===== config.mk =====
export PLATFORM = sky130hd
export DESIGN_NAME = io_scan_scheduler
export DESIGN_NICKNAME = d
export VERILOG_FILES = /design/src/rtl/io_sched_pkg.sv /design/src/rtl/io_scan_scheduler_sensor_debounce.sv /design/src/rtl/io_scan_scheduler.sv
export SDC_FILE = /design/constraint.sdc
export NUM_CORES = 1
export LEC_CHECK = 0
export ABC_AREA = 1
export ABC_CLOCK_PERIOD_IN_PS = 1600
export CORE_ASPECT_RATIO = 1.4
export CORE_MARGIN = 1
export CORE_UTILIZATION = 30
export CTS_CLUSTER_SIZE = 10
export DETAILED_ROUTE_END_ITERATION = 16
export PLACE_DENSITY = 0.52
export SYNTH_ARGS = -nofsm -noshare
export SYNTH_HDL_FRONTEND = slang
export SYNTH_SLANG_ARGS = --single-unit

===== constraint.sdc =====
create_clock -name clock -period 1.6 [get_ports clock]
set_input_delay 0.24 -clock clock [delete_from_list [all_inputs] [get_ports clock]]
set_output_delay 0.24 -clock clock [all_outputs]
set_load 0.05 [all_outputs]

===== src/rtl/io_sched_pkg.sv =====
// Shared constants and state encoding for the board I/O scan scheduler.
package io_sched_pkg;

  localparam int unsigned DATA_W  = 32;
  localparam int unsigned STATE_W = 3;

  localparam int unsigned DEF_SCAN_PERIOD    = 100000;
  localparam int unsigned DEF_REFRESH_PERIOD = 1666667;
  localparam int unsigned DEF_STABLE_SCANS   = 3;
  localparam int unsigned DEF_TIMEOUT        = 2000000;

  typedef enum logic [STATE_W-1:0] {
    ST_IDLE       = 3'd0,
    ST_SCAN_WAIT  = 3'd1,
    ST_EVAL       = 3'd2,
    ST_LIGHT_WAIT = 3'd3,
    ST_FREEZE     = 3'd4
  } sched_state_e;

endpackage


===== src/rtl/io_scan_scheduler_sensor_debounce.sv =====
// Debounces raw sensor scans: a value must repeat STABLE_SCANS times in a row
// before it replaces the published snapshot.
module sensor_debounce
  import io_sched_pkg::*;
#(
  parameter int unsigned STABLE_SCANS = DEF_STABLE_SCANS
) (
  input  logic              clock,
  input  logic              reset,
  input  logic              scan_valid,
  input  logic [DATA_W-1:0] data,
  input  logic              freeze,
  input  logic              flush,
  input  logic              snap_clear,
  output logic [DATA_W-1:0] snapshot,
  output logic              changed
);

  localparam int unsigned CNT_W = $clog2(STABLE_SCANS + 1);
  localparam logic [CNT_W-1:0] STABLE_MAX = CNT_W'(STABLE_SCANS);

  logic [DATA_W-1:0] candidate;
  logic [CNT_W-1:0]  stable_cnt;
  logic [CNT_W-1:0]  cnt_nxt;
  logic              publish;

  // Run length of the current candidate including this scan, saturating.
  always_comb begin
    cnt_nxt = CNT_W'(1);
    if (data == candidate) begin
      cnt_nxt = (stable_cnt == STABLE_MAX) ? STABLE_MAX : stable_cnt + CNT_W'(1);
    end
    publish = scan_valid && (cnt_nxt == STABLE_MAX) && (data != snapshot) && !freeze;
  end

  always_ff @(posedge clock or negedge reset) begin
    if (!reset) begin
      candidate  <= '0;
      stable_cnt <= '0;
      snapshot   <= '0;
      changed    <= 1'b0;
    end else begin
      if (flush) begin
        stable_cnt <= '0;
      end else if (scan_valid) begin
        candidate  <= data;
        stable_cnt <= cnt_nxt;
      end
      // A publish in the same cycle as a clear keeps the flag set.
      if (publish) begin
        snapshot <= data;
        changed  <= 1'b1;
      end else if (snap_clear) begin
        changed <= 1'b0;
      end
    end
  end

endmodule


===== src/rtl/io_scan_scheduler.sv =====
// Serialises sensor scans and LED frames, debounces scans into a board
// snapshot and offers a req/ack freeze for consistent CPU reads.
module io_scan_scheduler
  import io_sched_pkg::*;
#(
  parameter int unsigned SCAN_PERIOD    = DEF_SCAN_PERIOD,
  parameter int unsigned REFRESH_PERIOD = DEF_REFRESH_PERIOD,
  parameter int unsigned STABLE_SCANS   = DEF_STABLE_SCANS,
  parameter int unsigned TIMEOUT        = DEF_TIMEOUT
) (
  input  logic               clock,
  input  logic               reset,
  output logic               scan_start,
  input  logic               scan_done,
  input  logic [DATA_W-1:0]  scan_data,
  output logic               light_start,
  input  logic               light_done,
  input  logic               board_dirty,
  input  logic               snap_req,
  output logic               snap_ack,
  output logic [DATA_W-1:0]  sensor_snapshot,
  output logic               snap_changed,
  input  logic               snap_clear,
  output logic               timeout_err,
  output logic [STATE_W-1:0] state_dbg
);

  localparam int unsigned SCAN_W = $clog2(SCAN_PERIOD + 1);
  localparam int unsigned REF_W  = $clog2(REFRESH_PERIOD + 1);
  localparam int unsigned WAIT_W = $clog2(TIMEOUT + 1);

  sched_state_e      state;
  logic [SCAN_W-1:0] scan_tmr;
  logic [REF_W-1:0]  ref_tmr;
  logic [WAIT_W-1:0] wait_cnt;
  logic              dirty_pending;
  logic [DATA_W-1:0] raw_reg;
  logic              scan_due;
  logic              ref_due;
  logic              wait_expired;
  logic              scan_flush;

  // Timers hold at PERIOD-1 so a due event stays pending while an op runs.
  assign scan_due     = (scan_tmr == SCAN_W'(SCAN_PERIOD - 1));
  assign ref_due      = (ref_tmr == REF_W'(REFRESH_PERIOD - 1));
  assign wait_expired = (wait_cnt == WAIT_W'(TIMEOUT - 1));
  assign scan_flush   = (state == ST_SCAN_WAIT) && !scan_done && wait_expired;
  assign state_dbg    = state;

  always_ff @(posedge clock or negedge reset) begin
    if (!reset) begin
      state         <= ST_IDLE;
      scan_start    <= 1'b0;
      light_start   <= 1'b0;
      snap_ack      <= 1'b0;
      timeout_err   <= 1'b0;
      scan_tmr      <= '0;
      ref_tmr       <= '0;
      wait_cnt      <= '0;
      dirty_pending <= 1'b1;
      raw_reg       <= '0;
    end else begin
      scan_start  <= 1'b0;
      light_start <= 1'b0;
      if (!scan_due) scan_tmr <= scan_tmr + SCAN_W'(1);
      if (!ref_due) ref_tmr <= ref_tmr + REF_W'(1);
      if (board_dirty) dirty_pending <= 1'b1;

      case (state)
        ST_IDLE: begin
          if (snap_req && !snap_ack) begin
            state <= ST_FREEZE;
          end else if (dirty_pending || ref_due) begin
            light_start   <= 1'b1;
            ref_tmr       <= '0;
            dirty_pending <= board_dirty;
            wait_cnt      <= '0;
            state         <= ST_LIGHT_WAIT;
          end else if (scan_due) begin
            scan_start <= 1'b1;
            scan_tmr   <= '0;
            wait_cnt   <= '0;
            state      <= ST_SCAN_WAIT;
          end
        end
        ST_SCAN_WAIT: begin
          if (scan_done) begin
            raw_reg <= scan_data;
            state   <= ST_EVAL;
          end else if (wait_expired) begin
            timeout_err <= 1'b1;
            state       <= ST_IDLE;
          end else begin
            wait_cnt <= wait_cnt + WAIT_W'(1);
          end
        end
        ST_EVAL: state <= ST_IDLE;
        ST_LIGHT_WAIT: begin
          if (light_done) begin
            state <= ST_IDLE;
          end else if (wait_expired) begin
            timeout_err <= 1'b1;
            state       <= ST_IDLE;
          end else begin
            wait_cnt <= wait_cnt + WAIT_W'(1);
          end
        end
        ST_FREEZE: begin
          if (snap_req) begin
            snap_ack <= 1'b1;
          end else begin
            snap_ack <= 1'b0;
            state    <= ST_IDLE;
          end
        end
        default: state <= ST_IDLE;
      endcase
    end
  end

  sensor_debounce #(
    .STABLE_SCANS(STABLE_SCANS)
  ) u_debounce (
    .clock      (clock),
    .reset      (reset),
    .scan_valid (state == ST_EVAL),
    .data       (raw_reg),
    .freeze     (snap_ack),
    .flush      (scan_flush),
    .snap_clear (snap_clear),
    .snapshot   (sensor_snapshot),
    .changed    (snap_changed)
  );

endmodule


==> results.cfg, run 1 <==
[worst_setup_path]
cpLargestDelayFamily = simple AND/OR/NAND/NOR gates
end_kind = flip-flop
r2r_setup_slack_ps = -200
crit_buf_inv = 2
crit_chain = inv_2 -> nand2_1 -> nand2_1 -> nor2_1 -> nand2_1 -> nor2_2 -> nand2_2 -> nor2_4 -> nand3_4 -> clkbuf_16 -> nand2_1 -> nand2_1
cp_max_fo = 13
critPathLaunch = raw_reg[8]
slowest_stage = dfrtp_1
r2r_start = raw_reg[8]
required_ps = 1930
reg2reg_depth = 12
cp_slowest_stage_delay_ps = 410
path_common_cell = nand2_1
worstSetupStartpointType = flip-flop
worstPathArrival_ps = 2130
crit_type = reg2reg
r2r_end = u_debounce.snapshot[22]

[finish]
regArea_mm2 = 0.00420
fin_area_mm2 = 0.0132
layout.cells.most_common_list = nand2_1 (357), buf_4 (254), dfrtp_1 (126), inv_1 (102), nor2_1 (73)
multi_input_area_mm2 = 0.00452
drive_above_1_share = 0.367
diodes = 0
area_growth_pct = 53.6
layout_commonest_cell = nand2_1
fin_util = 0.467
nNetsFinal = 1496
instances_no_fill = 1840
fillCellCount = 2763

[sta]
final.setup.tns_ps = -9610
fmax_mhz = 557
period_share = 1.12
layout_setup_ws_ps = -196
skew_ps = 11.3
period_needed_ps = 1800
hold_viol = 0
max_slew_margin = 0.696
finalSetupViolCount = 83
slew_violations = 0
rsz0062_at_grt = true
worst_slew_pin_slew_ps = 452

[route]
drc = 0
wl_per_cell_um = 14.3
vias = 8346
drt_iter0_drc = 317
wl_mm = 26.2
ant_nets = 0
viasPerCell = 4.54
dr.pass1.iters = 5

[global_routing]
grt_max_degree = 45
grt_pass1_vias = 8396
overflow = 0
grt_pass1_wl_mm = 41.1
grt_usage = 0.178
antenna_found_initial = 0

[synth]
syn_nets = 1174
avgSynthCellArea_um2 = 7.62
syn-cell-area_mm2 = 0.00862
synthArstFlopShare = 1.00
yosys_warnings = 0
synth-seq-cells = 166
ys_seq_area_frac = 0.482
synth-edff-count = 0
synth_cells = 1130
netlist-cell-type-count = 38
ys.flop_type = dfrtp_1

[placement]
dpl.hpwl_mm = 17.7
dpl-instance-area_mm2 = 0.0115
io_buffers = 78
gp_congestion = 0.931
place_inst = 1769
post-place-ws_ps = -296

[floorplan]
chipHeight_um = 203
dieArea_mm2 = 0.0294
die_x_um = 145
initial_core_util = 0.304
io_pins = 79
rows = 73
core_mm2 = 0.0283

[cts]
clkSinkCount = 166
htreeDepth = 4
clkTransAtPathRegs_ps = 60
clock-root-buffer = clkbuf_16
cts_tree = done
clk_latency_ps = 450
cts-buffers-inserted = 17
clockBufferDepth = 2

[pwr]
ir_drop_v = 0.000738
cellPowerDensity_mw_per_mm2 = 1430
leakage_nw = 6.55

[worst_hold_path]
min_path_type = in2async

[outcome]
outcome = complete, but fails checks
violations = negative setup slack

[flow_run]
cap_violations = 0
routing by layer:
layer,vias to the layer above,part of all wire,global-route usage
met1,3962,0.40,0.196
met2,137,0.54,0.337
met5,-,0,0
met3,40,0.029,0.0256
met4,0,0.028,0.0789
li1,4207,-,-
where the power goes:
group | internal [mW] | total (mW) | switching [mW] | leakage [nW]
registers | 5.24 | 6.08 | 0.838 | 2.09
logic | 4.11 | 8.61 | 4.49 | 4.17
clock network | 2.53 | 4.26 | 1.73 | 0.287
total | 11.9 | 18.9 | 7.06 | 6.55
area by class of cell:
class / count / area share
multi-input combinational: 806 / 0.342
sequential: 166 / 0.318
timing repair buffer: 334 / 0.223
inverter: 127 / 0.0380
tap: 375 / 0.0354
clock buffer: 23 / 0.0354
clock inverter: 9 / 0.00945
cells by family after synthesis:
kind of cell,after synthesis,synth area share
flops,166,0.482
compound gates,97,0.0595
buf+inv,158,0.0739
simple gates,644,0.316
fa+ha+maj,5,0.00726
xor+xnor,60,0.0610
cells in the mapped netlist (12+ instances only):
cell        n  share of area
nand3_1    47          0.027
xor2_1     34          0.035
nor2_1    102          0.044
o21ai_0    68          0.040
a21oi_1    17         0.0099
buf_2      15         0.0087
nand4_1    43          0.031
dfrtp_1   165           0.48
clkbuf_1   13         0.0057
inv_1     121          0.053
nand2_2    12         0.0087
xnor2_1    26          0.026
nand2_1   402           0.18
nor3_1     19          0.011
worst max-delay path by stage:
stage,endpoint,slack (ps),depth (start not counted)
floorplan,wait_cnt[1],-120,11
global placement,u_debounce.snapshot[24],-270,12
detailed placement,u_debounce.snapshot[28],-300,12
CTS,u_debounce.snapshot[12],-170,12
global route,u_debounce.snapshot[8],-310,12
finish,u_debounce.snapshot[22],-200,12
per-stage QoR:
| step | total power, mW | hold slack, ps |
|---|---|---|
| floorplan | 9.78 | -55.6 |
| global placement | 12.8 | 192 |
| detailed placement | 12.8 | 184 |
| CTS | 18.2 | 278 |
| global route | 20.3 | 292 |
| finish | 18.9 | 267 |
repair_timing:
action                                 CTS  global route
buffers inserted                        24            12
setup endpoints to repair               88            95
gates cloned                             2             4
hold buffers                             1             0
resized for setup                      113           137
pin swaps                               27            49
endpoints found under the hold margin   29             0
No activity file was read; power rests on OpenSTA's default activity.
==> run 2: changes to the inputs <==
- GPL_ROUTABILITY_DRIVEN: default -> 0
==> results of run 2 <==
Same layout as run 1: the final DEF is identical, and so are final timing and power.
==> run 3: changes to the inputs <==
- CTS_CLUSTER_SIZE: 10 -> 8
- SKIP_CTS_REPAIR_TIMING: default -> 1
- SYNTH_HIERARCHICAL: default -> 1
==> run 3 against run 2 <==
- the run still ends with negative setup slack left
- hold slack better by 9.5 ps
- critical endpoint is now u_debounce/stable_cnt[1]
- worst setup slack worse by 79 ps
- clock power barely moved
- maximum frequency fell by 4.2%
- critical path type unchanged
- highest routed layer unchanged
- wire length rose by 2.1%
==> results.cfg, run 3 <==
[pwr]
total_power_mw = 19.7
cellPowerDensity_mw_per_mm2 = 1460
ir_drop_v = 0.000870
leakage_nw = 6.62

[floorplan]
io_pins = 79
die_x_um = 148
core_mm2 = 0.0293
initial_core_util = 0.306
chipHeight_um = 206
rows = 74
dieArea_mm2 = 0.0306

[cts]
clkSinkCount = 166
clk_latency_ps = 440
clkTransAtPathRegs_ps = 70
clockBufferDepth = 2
clock-root-buffer = clkbuf_16
cts-buffers-inserted = 17
cts_tree = done
htreeDepth = 4

[route]
wl_per_cell_um = 14.4
drt_iter0_drc = 356
dr.pass1.iters = 5
viasPerCell = 4.58
ant_nets = 0
wl_mm = 26.8
vias = 8519
drc = 0

[sta]
finalSetupViolCount = 89
final.setup.tns_ps = -16900
max_slew_margin = 0.713
fmax_mhz = 533
rsz0062_at_grt = true
hold_viol = 0
layout_setup_ws_ps = -275
skew_ps = 14.4
period_share = 1.17
worst_slew_pin_slew_ps = 429
slew_violations = 0
period_needed_ps = 1880

[outcome]
violations = negative setup slack
outcome = complete, but fails checks

[placement]
dpl-instance-area_mm2 = 0.0115
dpl.hpwl_mm = 17.2
io_buffers = 78

[synth]
syn_nets = 1220
synth-edff-count = 0
yosys.area.top_type = dfrtp_1
yosysMostFrequentCell = nand2_1
yosys_warnings = 6
syn-cell-area_mm2 = 0.00896
ys.flop_type = dfrtp_1
synth-seq-cells = 166
synthArstFlopShare = 1.00
avgSynthCellArea_um2 = 7.62
synth.area.top_cells = dfrtp_1 (46%), nand2_1 (17%), inv_1 (6.1%)
synth_cells = 1176
synth_common_cells = nand2_1 (412), dfrtp_1 (165), inv_1 (146)
synth.top_cell.area_share = 0.461
ys_seq_area_frac = 0.464
netlist-cell-type-count = 36

[global_routing]
grt_max_degree = 47
grt_usage = 0.166
antenna_found_initial = 1
grt_pass1_wl_mm = 40.0
grt_pass1_vias = 8182
overflow = 0

[flow_run]
cap_violations = 0

[worst_setup_path]
worstSetupStartpointType = flip-flop
slowest_stage = dfrtp_1
crit_type = reg2reg
required_ps = 1960
reg2reg_depth = 10
crit_chain = ha_4 -> nand2_2 -> inv_2 -> nand3_4 -> nor4_4 -> buf_6 -> nor2_4 -> clkbuf_16 -> nand2_4 -> a21oi_2
worstPathArrival_ps = 2230
cp_max_fo = 6
end_kind = flip-flop
cp_slowest_stage_delay_ps = 420

[worst_hold_path]
min_path_type = in2async

[finish]
nNetsFinal = 1510
fillCellCount = 2917
layout.cells.most_common_list = nand2_1 (338), buf_4 (208), inv_1 (133), dfrtp_1 (122), nor2_1 (94)
fin_area_mm2 = 0.0134
drive_above_1_share = 0.376
area_growth_pct = 50.0
layout_commonest_cell = nand2_1
fin_util = 0.459
-- run 3: cell types whose count changed in the layout (fill, tap and decap cells not counted), sizes merged, moves of 3 or more --
| cell | before | now |
|---|---|---|
| mux2 | 0 | 32 |
| o21ai | 70 | 48 |
| nand3 | 49 | 56 |
| nor3 | 21 | 10 |
| xor2 | 34 | 30 |
| xnor2 | 26 | 19 |
| inv | 125 | 159 |
| nand2 | 414 | 422 |
| nor2 | 107 | 127 |
| o211ai | 3 | 0 |
| buf | 292 | 249 |
| nand4 | 44 | 52 |
| a21oi | 17 | 14 |
-- run 3: per-stage QoR --
stage	std cells	hold slack [ps]	worst slack [ps]
floorplan	1176	-55.6	-62.8
global placement	1784	180	-248
detailed placement	1784	178	-274
CTS	1816	-294	-290
global route	1859	307	-349
finish	1860	277	-275
-- run 3: final cells by class --
class / instances / area [µm²] / share of cell area
Antenna cell: 1 / 2.50 / 0.000186
Tap cell: 380 / 475 / 0.0354
Sequential cell: 166 / 4210 / 0.313
Timing Repair Buffer: 296 / 2760 / 0.205
Multi-Input combinational cell: 828 / 4790 / 0.356
Inverter: 156 / 598 / 0.0445
Clock inverter: 13 / 148 / 0.0110
Timing Repair inverter: 1 / 6.26 / 0.000466
Clock buffer: 19 / 453 / 0.0337
-- run 3: power by group --
group	internal, mW	leakage, nW	switching, mW
Combinational	4.33	4.25	4.77
Sequential	5.28	2.08	1.02
Clock	2.41	0.288	1.86
-- run 3: logic make-up after synthesis --
family / Yosys count / synth area share
muxes: 32 / 0.0402
and+or+nand+nor: 673 / 0.319
AOI/OAI and AO/OA: 65 / 0.0372
xor gates and xnor gates: 49 / 0.0479
buffers and inverters: 186 / 0.0849
DFF: 166 / 0.464
adders and majority gates: 5 / 0.00698
-- run 3: worst paths after layout --
path	from	endpoint	slack [ps]
setup / recovery	wait_cnt[1]	u_debounce/stable_cnt[1]	-280
hold / removal	reset	u_debounce/candidate[16]	280
setup reg to reg	wait_cnt[1]	u_debounce/stable_cnt[1]	-280
hold reg to reg	u_debounce/candidate[5]	u_debounce/candidate[5]	510
max in group asynchronous	reset	u_debounce/snapshot[0]	670
min in group clock	board_dirty	dirty_pending	370
-- run 3: critical path: cells and delay by family, from the launching register on --
family | cells | cell delay (ps)
simple gates | 5 | 590
buf+inv | 3 | 440
flops | 1 | 420
fa+ha+maj | 1 | 180
compound gates | 1 | 130
-- run 3: layer usage --
metal  track usage  vias up  wire [µm]
li1              -     4266          -
met1         0.190     4083      11000
met2         0.311      128      14400
met3        0.0252       42        729
met4        0.0567        0        624
met5             0        -          0
